File: src/rtl/requant_stage.sv
// Streaming int32 -> int8 requantizer: 32x32 multiply, rounding-doubling high part,
// rounding right shift, zero-point add and clamp, wrapped in a start/done job FSM.
//
// state   | meaning
// --------+------------------------------------------------------------
// ST_IDLE | waiting for start; config latched on the start cycle
// ST_RUN  | accepting words and draining the 3-stage pipeline
// ST_DONE | one-cycle done pulse, then back to ST_IDLE
module requant_stage #(
    parameter int ACC_WIDTH = 32,
    parameter int OUT_WIDTH = 8,
    parameter int CNT_WIDTH = 16
) (
    input  logic                 clk_i,
    input  logic                 rst_i,
    input  logic                 start_i,
    input  logic [CNT_WIDTH-1:0] count_i,
    input  logic [31:0]          multiplier_i,
    input  logic [4:0]           shift_i,
    input  logic [OUT_WIDTH-1:0] out_zero_point_i,
    input  logic [OUT_WIDTH-1:0] act_min_i,
    input  logic [OUT_WIDTH-1:0] act_max_i,
    output logic                 busy_o,
    output logic                 done_o,
    input  logic                 in_valid_i,
    output logic                 in_ready_o,
    input  logic [ACC_WIDTH-1:0] in_data_i,
    output logic                 out_valid_o,
    input  logic                 out_ready_i,
    output logic [OUT_WIDTH-1:0] out_data_o,
    output logic                 out_last_o
);
    localparam int PW = ACC_WIDTH + 32;
    localparam logic signed [PW-1:0] HALF_Q31 = {{(PW-31){1'b0}}, 1'b1, 30'd0};
    localparam logic signed [PW-1:0] SAT_PROD = {{(PW-63){1'b0}}, 1'b1, 62'd0};

    typedef enum logic [1:0] {ST_IDLE, ST_RUN, ST_DONE} state_t;

    state_t                       state_q;
    logic [CNT_WIDTH-1:0]         cnt_q, acc_q;
    logic signed [31:0]           mult_q;
    logic [4:0]                   shift_q;
    logic [OUT_WIDTH-1:0]         zp_q, amin_q, amax_q;
    logic                         v1_q, v2_q, v3_q, l1_q, l2_q, last_q;
    logic signed [PW-1:0]         p1_q;
    logic signed [31:0]           h2_q;
    logic [OUT_WIDTH-1:0]         data_q;

    logic                         adv, in_fire, out_fire, l_d;
    logic signed [PW-1:0]         p_d, ps;
    logic signed [31:0]           h_d;
    logic signed [32:0]           hs, rnd, r;
    logic signed [33:0]           t, tmin, tmax, t1, t2;
    logic [OUT_WIDTH-1:0]         out_d;

    assign adv        = !v3_q || out_ready_i;
    assign in_ready_o = (state_q == ST_RUN) && adv && (acc_q < cnt_q);
    assign in_fire    = in_ready_o && in_valid_i;
    assign out_fire   = v3_q && out_ready_i;

    assign p_d = $signed({{32{in_data_i[ACC_WIDTH-1]}}, in_data_i})
               * $signed({{ACC_WIDTH{mult_q[31]}}, mult_q});
    assign l_d = (acc_q == (cnt_q - CNT_WIDTH'(1)));

    // Only -2^31 * -2^31 reaches 2^62; its doubled high part overflows int32.
    assign ps  = p1_q + HALF_Q31;
    assign h_d = (p1_q == SAT_PROD) ? 32'sh7FFF_FFFF : ps[62:31];

    always_comb begin
        hs   = {h2_q[31], h2_q};
        rnd  = (shift_q == 5'd0) ? 33'sd0 : (33'sd1 <<< (shift_q - 5'd1));
        r    = (hs + rnd) >>> shift_q;
        t    = {r[32], r} + {{(34-OUT_WIDTH){zp_q[OUT_WIDTH-1]}}, zp_q};
        tmin = {{(34-OUT_WIDTH){amin_q[OUT_WIDTH-1]}}, amin_q};
        tmax = {{(34-OUT_WIDTH){amax_q[OUT_WIDTH-1]}}, amax_q};
        t1   = (t < tmin) ? tmin : t;
        t2   = (t1 > tmax) ? tmax : t1;
        out_d = t2[OUT_WIDTH-1:0];
    end

    always_ff @(posedge clk_i) begin
        if (rst_i) begin
            state_q <= ST_IDLE;
            cnt_q   <= '0;
            acc_q   <= '0;
            mult_q  <= '0;
            shift_q <= '0;
            zp_q    <= '0;
            amin_q  <= '0;
            amax_q  <= '0;
            v1_q    <= 1'b0;
            v2_q    <= 1'b0;
            v3_q    <= 1'b0;
            l1_q    <= 1'b0;
            l2_q    <= 1'b0;
            last_q  <= 1'b0;
            p1_q    <= '0;
            h2_q    <= '0;
            data_q  <= '0;
        end else begin
            case (state_q)
                ST_IDLE: if (start_i) begin
                    cnt_q   <= count_i;
                    acc_q   <= '0;
                    mult_q  <= multiplier_i;
                    shift_q <= shift_i;
                    zp_q    <= out_zero_point_i;
                    amin_q  <= act_min_i;
                    amax_q  <= act_max_i;
                    state_q <= (count_i == '0) ? ST_DONE : ST_RUN;
                end
                ST_RUN:  if (out_fire && last_q) state_q <= ST_DONE;
                ST_DONE: state_q <= ST_IDLE;
                default: state_q <= ST_IDLE;
            endcase

            if (in_fire) acc_q <= acc_q + CNT_WIDTH'(1);

            if (adv) begin
                v1_q <= in_fire;
                if (in_fire) begin
                    p1_q <= p_d;
                    l1_q <= l_d;
                end
                v2_q <= v1_q;
                h2_q <= h_d;
                l2_q <= l1_q;
                v3_q <= v2_q;
                last_q <= v2_q && l2_q;
                if (v2_q) data_q <= out_d;
            end
        end
    end

    assign busy_o      = (state_q == ST_RUN);
    assign done_o      = (state_q == ST_DONE);
    assign out_valid_o = v3_q;
    assign out_data_o  = data_q;
    assign out_last_o  = last_q;
endmodule
File: config.mk
export PLATFORM = sky130hd
export DESIGN_NAME = requant_stage
export DESIGN_NICKNAME = d
export VERILOG_FILES = /design/src/rtl/requant_stage.sv
export SDC_FILE = /design/constraint.sdc
export NUM_CORES = 2
export LEC_CHECK = 0
export BUFFER_PORTS_ARGS = -buffer_cell sky130_fd_sc_hd__buf_2
export CORE_AREA = 2 2 393 395
export CTS_CLUSTER_DIAMETER = 100
export DETAILED_ROUTE_END_ITERATION = 6
export DIE_AREA = 0 0 395 397
export MAX_ROUTING_LAYER = met4
export PLACE_DENSITY = 0.53
export SLEW_MARGIN = 20
export SYNTH_ARGS = -nofsm -noshare
export SYNTH_HDL_FRONTEND = slang
export SYNTH_SLANG_ARGS = --single-unit
File: constraint.sdc
create_clock -name clk_i -period 14.86 [get_ports clk_i]
set_clock_uncertainty 0.15 [all_clocks]
set_input_delay 2.972 -clock clk_i [delete_from_list [all_inputs] [get_ports clk_i]]
set_output_delay 2.972 -clock clk_i [all_outputs]
set_load 0.03 [all_outputs]
; Yosys cells after proc, flatten, opt, wreduce, memory -nomap -nowiden
; Cells that the tools add are included.
[totals]
reg_bits = 205
input_bits = 114
[classes]
eq_ne = 6
n_mux = 11
add_sub_neg = 6
reduce_logical = 18
multipliers = 1
order_cmp = 3
n_shift = 2
[op_table]
columns = cell, count
row1 = $eq A64 B64 Y1 const B, 1
row2 = $mul A32 B32 Y64, 1
row3 = $add A63 B32 Y63 const B, 1
row4 = $mux W16, 3
row5 = $add A33 B8 Y34, 1
row6 = $gt A34 B8 Y1, 1
row7 = $lt A34 B8 Y1, 1
row8 = $mux W34, 1
row9 = $add A32 B33 Y33, 1
row10 = $mux W33, 1
row11 = $sshl A2 B5 Y33 const A, 1
row12 = $sshr A33 B5 Y33, 1
row13 = $mux W32, 1
row14 = $add A16 B1 Y16 const B, 1
row15 = $eq A16 B16 Y1, 1
row16 = $logic_not A16 Y1, 1
row17 = $lt A16 B16 Y1, 1
row18 = $sub A16 B1 Y16 const B, 1
row19 = $reduce_and A2 Y1, 5
row20 = $mux W8, 1
row21 = $logic_and A1 B1 Y1, 6
row22 = $mux W2, 3
row23 = $logic_not A5 Y1, 1
row24 = $sub A5 B1 Y5 const B, 1
row25 = other kinds (9), 10

; Logic depth before layout (Yosys ltp)
[depth]
ltp_word = 10
mapped_depth = 57
mapped_depth_nobuf = 49

; Worst setup path after synthesis
; No wires, ideal clock.
[synth_path]
kind = register to register
start = reg shift_q[2]
end = reg data_q[7], in the netlist out_data_o[7]
setup_ps = 122
t_required_ps = 14588
arrival_time_ps = 11275
path_stages_with_launch = 54
slack_ps = 3313
path_cell_list = dfxtp_1 -> clkbuf_8 -> inv_1 -> buf_1 -> clkbuf_8 -> clkbuf_1 -> nand2_1 -> nor2_1 -> ha_1 -> a21o_2 -> a211oi_2 -> o221ai_4 -> a211oi_4 -> o31ai_4 -> a221oi_4 -> xnor2_1 -> a2bb2oi_1 -> a221oi_1 -> [... 18 more ...] -> a2111o_1 -> and2_1 -> clkbuf_1 -> buf_2 -> clkbuf_1 -> nand2_1 -> nand2_1 -> ha_1 -> a21o_1 -> a21o_1 -> a21oi_1 -> nor3_1 -> a211oi_1 -> o21ai_0 -> a21oi_1 -> xnor2_1 -> o21a_1 -> a221o_1
[synth_via]
elab_chain_len = 10
elab_cells_between_ends = 11
cone_classes = 3 x add/sub / 2 x order compare / 2 x shift / 3 x mux / 1 x reduce/logical
[synth_lines]
columns = item, line_no
row1 = start: declaration, 42  ; logic [4:0] shift_q;
row2 = start signal: assignment, 106  ; shift_q <= shift_i;
row3 = $sub A5 B1 Y5, 71  ; rnd = (shift_q == 5'd0) ? 33'sd0 : (33'sd1 <<< (shift_q - 5'd1));
row4 = $sshl A2 B5 Y33, 71
row5 = $mux W33, 71
row6 = $add A32 B33 Y33, 72  ; r = (hs + rnd) >>> shift_q;
row7 = $sshr A33 B5 Y33 *, 72
row8 = $add A33 B8 Y34 *, 73  ; t = {r[32], r} + {{(34-OUT_WIDTH){zp_q[OUT_WIDTH-1]}}, zp_q};
row9 = $lt A34 B8 Y1, 76  ; t1 = (t < tmin) ? tmin : t;
row10 = $mux W34 *, 76
row11 = $gt A34 B8 Y1, 77  ; t2 = (t1 > tmax) ? tmax : t1;
row12 = $mux W8 *, 77
row13 = end signal: assignment, 130  ; if (v2_q) data_q <= out_d;
row14 = end: declaration, 47  ; logic [OUT_WIDTH-1:0] data_q;
; Every way passes the cells marked *; elsewhere a longest branch is shown, timed or not.
; A chain may end at the register's enable or synchronous reset.

; Worst setup path in the final report
[layout_path]
start = reg shift_q[4]
end = reg data_q[5], in the netlist out_data_o[5]
; The elaborated chain is that of the path after synthesis.

==> out/metrics.csv <==
metric,value,unit
outcome,finished clean,
Area after DPL,55400,um2
Required @ worst endpoint,15240,ps
fin util,36.8,%
Area growth syn-to-layout,6.16,%
RSZ-0062 raised after global routing,no,
Synth area leaders,"fa_1, inv_1, ha_1",
Crit-path slowest cell,dfxtp_1,
Final Hold Viols,0,
syn nets,7810,
# rows,144,
"Slew Viols, Final",0,
Initial Util,34.7,%
htree depth,1,
critical path data arrival time,14120,ps
period utilization,92.5,%
Vias per Instance,5.12,
Min Hold Slack,301,ps
hold crit path type,flip-flop to flip-flop,
maximum vdd ir drop,0.350,mV
leak pwr,25.5,nW
Final setup viols,0,
clock tree buffer depth,3,
"EDFF count, synth",0,
max incr delay on CP,770,ps
post-synth top area share,40.9,%
Max-Cap Viols,0,
Worst-path clk slew,60,ps
Syn Area/Cell,8.45,um2
final net count,7694,
Final Critical Period,13740,ps
pwr dens,208,nW/um2
Port Buf Inserts,126,
DRT iter0 DRCs,2374,
CTS tree,built,
largest net degree at the start of global routing,79,
detailed placement HPWL,123000,um
DRC viols,0,
drt first pass iters,5,
antenna cells,0,
Die H,397,um
fraction of layout cells with a size suffix above 1,5.36,%
library cells used by synthesis,98,
achievable frequency,0.0728,GHz
"Hold-fix buffers, CTS",0,
worst skew pair latency,600,ps
num ports,127,
synth warn,0,
initial antenna violation count,1,
CP Max Fanout,21,
setup bufs post-CTS,0,
Clk Tree Root Cell,clkbuf_16,
post-cts resize count,0,
DIE AREA,157000,um2
Detail Route Antenna Nets,0,
die width,395,um
Post-Syn Instances,6276,
crit end category,flip-flop,
GRT Util Overall,21.3,%
setup_tns,0,ps
routed via count,42134,
Post-Layout Inst Area,56300,um2
WS Path Type,flip-flop to flip-flop,
cell area after synthesis,53000,um2
normalized max-slew margin,23.6,%
first-pass GRT wire length,258000,um
Yosys top cell by area,fa_1,
vias in the first global route,45077,
"wirelength, routed",159000,um
TritonCTS buffer count,26,
gp weighted congestion,0.880,
GRT overflow,0,
# clock sinks,205,
Main synth FF type,dfxtp_1,
Core Box Area,153000,um2
"flops & latches, synth",205,
async set-or-reset flop fraction in the synthesized netlist,0,%
wire per inst,19.3,um
startpoint types,flip-flop,
Worst-Margin Slew,1150,ps
"Seq/Total Area, Yosys",7.74,%
## critical path, delay by kind of cell, from the launching register on
kind / cells / cell delay, ps
AOI/OAI and AO/OA: 28 / 7320
and+or+nand+nor: 8 / 1900
DFF: 1 / 770
buffers and inverters: 3 / 840
adders and majority gates: 5 / 1420
xor gates and xnor gates: 3 / 1250
## layout make-up
class	count	area, um2
well taps	2044	2560
clock inverters	14	156
multi-input cells	4530	43000
repair buffers	207	1240
clock buffers	34	741
flip-flops and latches	205	4110
fillers	15937	96700
inverters	1190	4470
## metrics by stage
stage | std cells | power, mW | worst slack, ps
after floorplan | 6276 | 8.35 | 3310
after global placement | 8176 | 11.0 | 1400
after detailed placement | 8176 | 11.1 | 1220
after CTS | 8224 | 11.8 | 1180
after global routing | 8224 | 13.2 | 137
final | 8224 | 11.7 | 1120
## logic make-up after synthesis
logic type / after synthesis / share of synthesized area [%]
and+or+nand+nor: 1981 / 17.1
buffers and inverters: 1541 / 11.2
adders and majority gates: 1420 / 48.8
AOI/OAI and AO/OA: 916 / 11.2
DFF: 205 / 7.74
xor gates and xnor gates: 163 / 2.69
muxes: 49 / 1.25
other: 1 / 0.00707
## where the power goes
group	switching, mW	internal, mW
logic	6.29	4.08
clock network	0.278	0.390
registers	0.0598	0.613
## metal layers
| layer | vias to the layer above | global-route usage [%] | share of wire (%) |
|---|---|---|---|
| met5 | - | - | 0 |
| met4 | 0 | 3.71 | 2.1 |
| met3 | 195 | 1.88 | 4.4 |
| met2 | 1002 | 35.3 | 48 |
| met1 | 21648 | 28.8 | 46 |
| li1 | 19289 | - | - |
## worst paths after layout
check                                from                          to  slack, ps  depth (start not counted)
setup reg to reg  shift_q[4]$_SDFFE_PP0P_  out_data_o[5]$_SDFFE_PP0P_       1120                         47
setup / recovery  shift_q[4]$_SDFFE_PP0P_  out_data_o[5]$_SDFFE_PP0P_       1120                         47
hold reg to reg   mult_q[26]$_SDFFE_PP0P_     mult_q[26]$_SDFFE_PP0P_        300                          2
hold / removal    mult_q[26]$_SDFFE_PP0P_     mult_q[26]$_SDFFE_PP0P_        300                          2
## synth_stat cells (all sizes together) (28+ instances only)
cell	instances
a211oi	43
ha	336
nand2b	48
nor4	28
a21oi	343
o21ai	149
nand3	80
nand4	48
nor2	201
and3	36
nor3	44
a21o	112
dfxtp	205
clkbuf	327
inv	1189
o21a	31
and2	313
nand2	1101
a31oi	28
fa	1084
xor2	56
xnor2	107
## layout by cell type, fill, tap and decap left out, drive strengths merged, types with 149 or more instances in the layout
cell	Yosys	final
inv	1189	1194
o21ai	149	149
and2	313	313
nor2	201	201
a21oi	343	343
dfxtp	205	205
fa	1084	1084
buf	23	207
ha	336	336
nand2	1101	1101
## sequential cells by signal (all words and copies together), names as in the netlist, 2 cells and up
signal and flops:
state_q 2, amin_q 8, shift_q 5, cnt_q 16, acc_q 16, p1_q 64
out_data_o 8, mult_q 32, h2_q 32, amax_q 8, zp_q 8
No activity file was read; power rests on OpenSTA's default activity.
